==> src/rtl/button_event_arbiter.sv <==
`default_nettype none
// ============================================================================
// Module   : button_event_arbiter
// Purpose  : Round-robin arbiter turning per-channel edge pulses into a FIFO
//            of event IDs with a valid/ready head and a saturating drop count.
// Revision : 1.0 - initial release
// ============================================================================
module button_event_arbiter #(
    parameter int WIDTH = 4,
    parameter int DEPTH = 8,
    parameter int ID_W  = $clog2(WIDTH)
) (
    input  logic                       clk,
    input  logic                       rst,
    input  logic [WIDTH-1:0]           pulse_in,
    input  logic                       event_ready,
    output logic                       event_valid,
    output logic [ID_W-1:0]            event_id,
    output logic [$clog2(DEPTH):0]     fifo_count,
    input  logic                       drop_clear,
    output logic [7:0]                 drop_count
);

    localparam int c_PTR_W = $clog2(DEPTH);
    localparam int c_CNT_W = c_PTR_W + 1;

    logic [WIDTH-1:0]   r_pend;
    logic [ID_W-1:0]    r_ptr;
    logic [ID_W-1:0]    r_mem [DEPTH];
    logic [c_PTR_W-1:0] r_wptr;
    logic [c_PTR_W-1:0] r_rptr;
    logic [c_CNT_W-1:0] r_count;
    logic [7:0]         r_drop;

    logic               w_hi_found;
    logic [ID_W-1:0]    w_hi_idx;
    logic               w_lo_found;
    logic [ID_W-1:0]    w_lo_idx;
    logic               w_gnt_vld;
    logic [ID_W-1:0]    w_gnt_idx;
    logic               w_pop;
    logic               w_grant_en;
    logic               w_push;
    logic [WIDTH-1:0]   w_gnt_vec;
    logic [WIDTH-1:0]   w_drops;
    logic [4:0]         w_drop_n;
    logic [8:0]         w_drop_sum;
    logic [7:0]         w_drop_next;

    // Lowest pending index above ptr wins; otherwise wrap to the lowest overall.
    always_comb begin
        w_hi_found = 1'b0;
        w_hi_idx   = '0;
        w_lo_found = 1'b0;
        w_lo_idx   = '0;
        for (int i = WIDTH - 1; i >= 0; i--) begin
            if (r_pend[i]) begin
                w_lo_found = 1'b1;
                w_lo_idx   = ID_W'(i);
                if (i > int'(r_ptr)) begin
                    w_hi_found = 1'b1;
                    w_hi_idx   = ID_W'(i);
                end
            end
        end
    end

    assign w_gnt_vld  = w_hi_found | w_lo_found;
    assign w_gnt_idx  = w_hi_found ? w_hi_idx : w_lo_idx;

    assign event_valid = (r_count != '0);
    assign w_pop       = event_valid & event_ready;
    assign w_grant_en  = (r_count < c_CNT_W'(DEPTH)) | w_pop;
    assign w_push      = w_gnt_vld & w_grant_en;
    assign w_gnt_vec   = w_push ? (WIDTH'(1) << w_gnt_idx) : '0;

    // A pulse landing on the channel being granted re-arms it rather than dropping.
    assign w_drops = pulse_in & r_pend & ~w_gnt_vec;

    always_comb begin
        w_drop_n = '0;
        for (int i = 0; i < WIDTH; i++) begin
            w_drop_n = w_drop_n + 5'(w_drops[i]);
        end
    end

    assign w_drop_sum  = 9'(r_drop) + 9'(w_drop_n);
    assign w_drop_next = w_drop_sum[8] ? 8'hFF : w_drop_sum[7:0];

    always_ff @(posedge clk) begin
        if (rst) begin
            r_pend  <= '0;
            r_ptr   <= ID_W'(WIDTH - 1);
            r_wptr  <= '0;
            r_rptr  <= '0;
            r_count <= '0;
            r_drop  <= '0;
            for (int i = 0; i < DEPTH; i++) begin
                r_mem[i] <= '0;
            end
        end else begin
            r_pend <= (r_pend & ~w_gnt_vec) | pulse_in;
            if (w_push) begin
                r_ptr         <= w_gnt_idx;
                r_mem[r_wptr] <= w_gnt_idx;
                r_wptr        <= r_wptr + c_PTR_W'(1);
            end
            if (w_pop) begin
                r_rptr <= r_rptr + c_PTR_W'(1);
            end
            case ({w_push, w_pop})
                2'b10:   r_count <= r_count + c_CNT_W'(1);
                2'b01:   r_count <= r_count - c_CNT_W'(1);
                default: r_count <= r_count;
            endcase
            r_drop <= drop_clear ? 8'h00 : w_drop_next;
        end
    end

    assign event_id   = r_mem[r_rptr];
    assign fifo_count = r_count;
    assign drop_count = r_drop;

endmodule
`default_nettype wire

==> config.mk <==
export PLATFORM = sky130hd
export DESIGN_NAME = button_event_arbiter
export DESIGN_NICKNAME = d
export VERILOG_FILES = /design/src/rtl/button_event_arbiter.sv
export SDC_FILE = /design/constraint.sdc
export NUM_CORES = 1
export LEC_CHECK = 0
export ABC_AREA = 1
export CORE_MARGIN = 2
export CORE_UTILIZATION = 56
export CTS_CLUSTER_DIAMETER = 60
export DETAILED_ROUTE_END_ITERATION = 10
export GPL_TIMING_DRIVEN = 0
export PLACE_DENSITY = 0.76
export REMOVE_ABC_BUFFERS = 1
export SYNTH_ARGS = -nofsm -noshare
export SYNTH_HDL_FRONTEND = slang
export SYNTH_SLANG_ARGS = --single-unit
==> constraint.sdc <==
create_clock -name clk -period 3.4 [get_ports clk]
set_input_delay 0.34 -clock clk [delete_from_list [all_inputs] [get_ports clk]]
set_output_delay 0.34 -clock clk [all_outputs]
set_load 0.03 [all_outputs]
==> qor.txt <==
Status - finished clean
Height of the die - 66.78 um
# DRC - 0
Final global-route overflow total - 0
Worst setup path endpoint - drop_count[5]
Slew HR - 0.6555
Yosys top cell area share - 0.2449
Min-delay src - r_rptr[2]
Sequential fraction of the synthesis area - 0.4626
Hold violation count in the final report - 0
Routability cong. - 0.7888
Worst endpoint required time - 3.59 ns
Core box area - 0.003716 mm^2
Tmin final - 3.179 ns
DR iter-0 viols - 91
Crit end category - flop
Largest net degree at the start of global routing - 18
Post-synth top area cell - dfxtp_1
Buffers on Ports - 22
Final WS setup - 0.2208 ns
Synth top area cells - dfxtp_1 24%, edfxtp_1 22%, nand2_1 9.5%
Syn Std Cell Area - 0.002207 mm^2
Setup WS pre-CTS - -0.3541 ns
Worst-case clock buffer depth - 2
Utilization after layout - 0.6960
Setup-failing EPs final - 0
Ys Warns - 0
Distinct cells, synth - 31
Worst skew pair latency - 0.29 ns
Clock-pin slew on the worst setup and hold paths - 0.08 ns
CTS sink count - 43
Global-route wire length before repair - 7.203 mm
Arrival time worst endpoint - 3.37 ns
Max Fclk - 0.3145 GHz
Layout cells sized above 1 - 0.1093
IR drop worst, VDD - 0.5669 mV
CTS buffer count - 5
# IOs - 23
CP Class - reg -> reg
Clk_skew - 0.007224 ns
Filler cell count - 301
Initial antenna violation count - 0
Ratio of final minimum period to clock period - 0.9351
Cell Pwr Density - 627.8 mW/mm^2
Cell total after placement - 341
Vias in the first global route - 1712
Most frequent cells in the layout - 54 x nand2_1, 48 x nor2_1, 32 x inv_1
Worst-path maximum fanout - 5
Synth Register Bits - 43
FF-to-FF End - drop_count[5]
Commonest non-fill, non-tap cell in the layout - nand2_1
CTS tree - built
Initial Util - 0.5939
Leakage Power - 1.133 nW
Synthesized area per cell - 8.055 um^2
H-Tree Depth - 2
DRT Pass-1 Iters - 4
Pins Over Slew Limit - 0
P&R area growth vs syn - 17.18%
Critical path origin - r_ptr[0]
Routed vias - 1801
Reg2Reg Depth - 17
GRT Overall Usage - 0.2151
Die X - 66.78 um
CTS Root Buffer Type - clkbuf_8
Routed WL per cell - 12.32 um
Hold crit path type - reg -> reg
R2r startpoint - r_ptr[0]
Final non-filler cell total - 350
Max_cap viols - 0
Via density - 5.146
Cells after Synth - 274
DP Wirelength - 3.208 mm
Routed Wire Length - 4.313 mm
CP startpoint kind - flop
# rows - 22
Worst-margin pin slew - 0.5151 ns
R2R Setup Slk - 0.22 ns
Final #Nets - 319
Die ar. - 0.004460 mm^2
Post-route ant nets - 0
N_diodes - 0
[timing repair]
action,CTS,global route
pin swaps,1,4
hold buffers,0,0
setup buffers,1,0
endpoints found under the setup margin,5,8
resized for setup,3,9
[per-stage QoR]
stage	area (um^2)	hold slack [ns]	setup TNS, ns	power, mW
floorplan	2192	0.4024	0	1.121
global placement	2472	0.4502	-2.096	1.299
detailed placement	2472	0.4737	-2.353	1.314
CTS	2567	0.4857	0	1.626
global route	2586	0.5005	-0.003346	1.729
finish	2586	0.4885	0	1.624
[power by group]
group          internal (mW)  switching, mW  total [mW]
logic                  0.240          0.382       0.622
clock network          0.144          0.164       0.308
registers              0.616         0.0779       0.694
[logic make-up after synthesis]
group | after synthesis | synth area share
fa+ha+maj | 10 | 0.07030
buf+inv | 38 | 0.06746
flops | 43 | 0.4626
xor+xnor | 7 | 0.02778
compound gates | 41 | 0.1060
simple gates | 135 | 0.2659
[worst max-delay path: stages (launching register included)]
cell     delay (ns)
dfxtp_4        0.37
nand2_1        0.07
nand2_2        0.10
nand2_1        0.09
inv_1          0.08
nand2_1        0.05
nand2_1        0.08
o21ai_1        0.07
or2_1          0.26
fa_1           0.51
inv_1          0.05
fa_2           0.36
fa_2           0.39
and3_4         0.21
nand4_1        0.18
nand3_1        0.10
nand2_1        0.06
inv_1          0.04
[final cells by class]
class | count | area [um^2] | area share
Clock buffer | 7 | 76.32 | 0.02951
Timing Repair Buffer | 23 | 227.7 | 0.08805
Clock inverter | 1 | 5.005 | 0.001935
Sequential cell | 43 | 1026 | 0.3967
Multi-Input combinational cell | 193 | 1057 | 0.4088
Inverter | 35 | 133.9 | 0.05177
Tap cell | 48 | 60.06 | 0.02322
[state kept, by name (all words and copies together), names as in the netlist, named ones only]
signal	flops
fifo_count	4
r_rptr	3
r_mem	16
r_ptr	2
r_wptr	3
r_pend	4
drop_count	8
[layer usage]
metal  vias to the layer above  share of wire  track usage
li1                        936              -            -
met1                       821           0.47       0.2684
met2                        37           0.47       0.3638
met3                         7          0.044      0.04392
met4                         0          0.016      0.08418
met5                         -              0            0
[synth_stat cells]
master / instances
or2_1: 1
a21oi_2: 2
nand2_4: 2
inv_4: 1
nor2_4: 1
o21ai_1: 3
o21bai_1: 1
buf_2: 3
nand4_1: 1
nor2_1: 50
o32ai_1: 4
a21oi_1: 15
fa_1: 4
and3_1: 1
or2_2: 2
o211ai_1: 1
ha_1: 6
nor3_4: 1
nand2_2: 3
inv_1: 33
edfxtp_1: 16
nand2_1: 56
xor2_1: 2
o21ai_0: 14
dfxtp_1: 27
nand3_1: 13
inv_2: 1
a31oi_1: 1
nor3_1: 1
xnor2_1: 5
nor2_2: 3
[how the worst min path moves through the flow]
| stage | to | slack [ns] | cells after the start |
|---|---|---|---|
| floorplan | r_pend[1] | 0.40 | 1 |
| global placement | r_rptr[2] | 0.45 | 1 |
| detailed placement | flop | 0.47 | 1 |
| CTS | flop | 0.49 | 1 |
| global route | flop | 0.50 | 1 |
| finish | r_rptr[2] | 0.49 | 1 |
No activity file was read; power rests on OpenSTA's default activity.
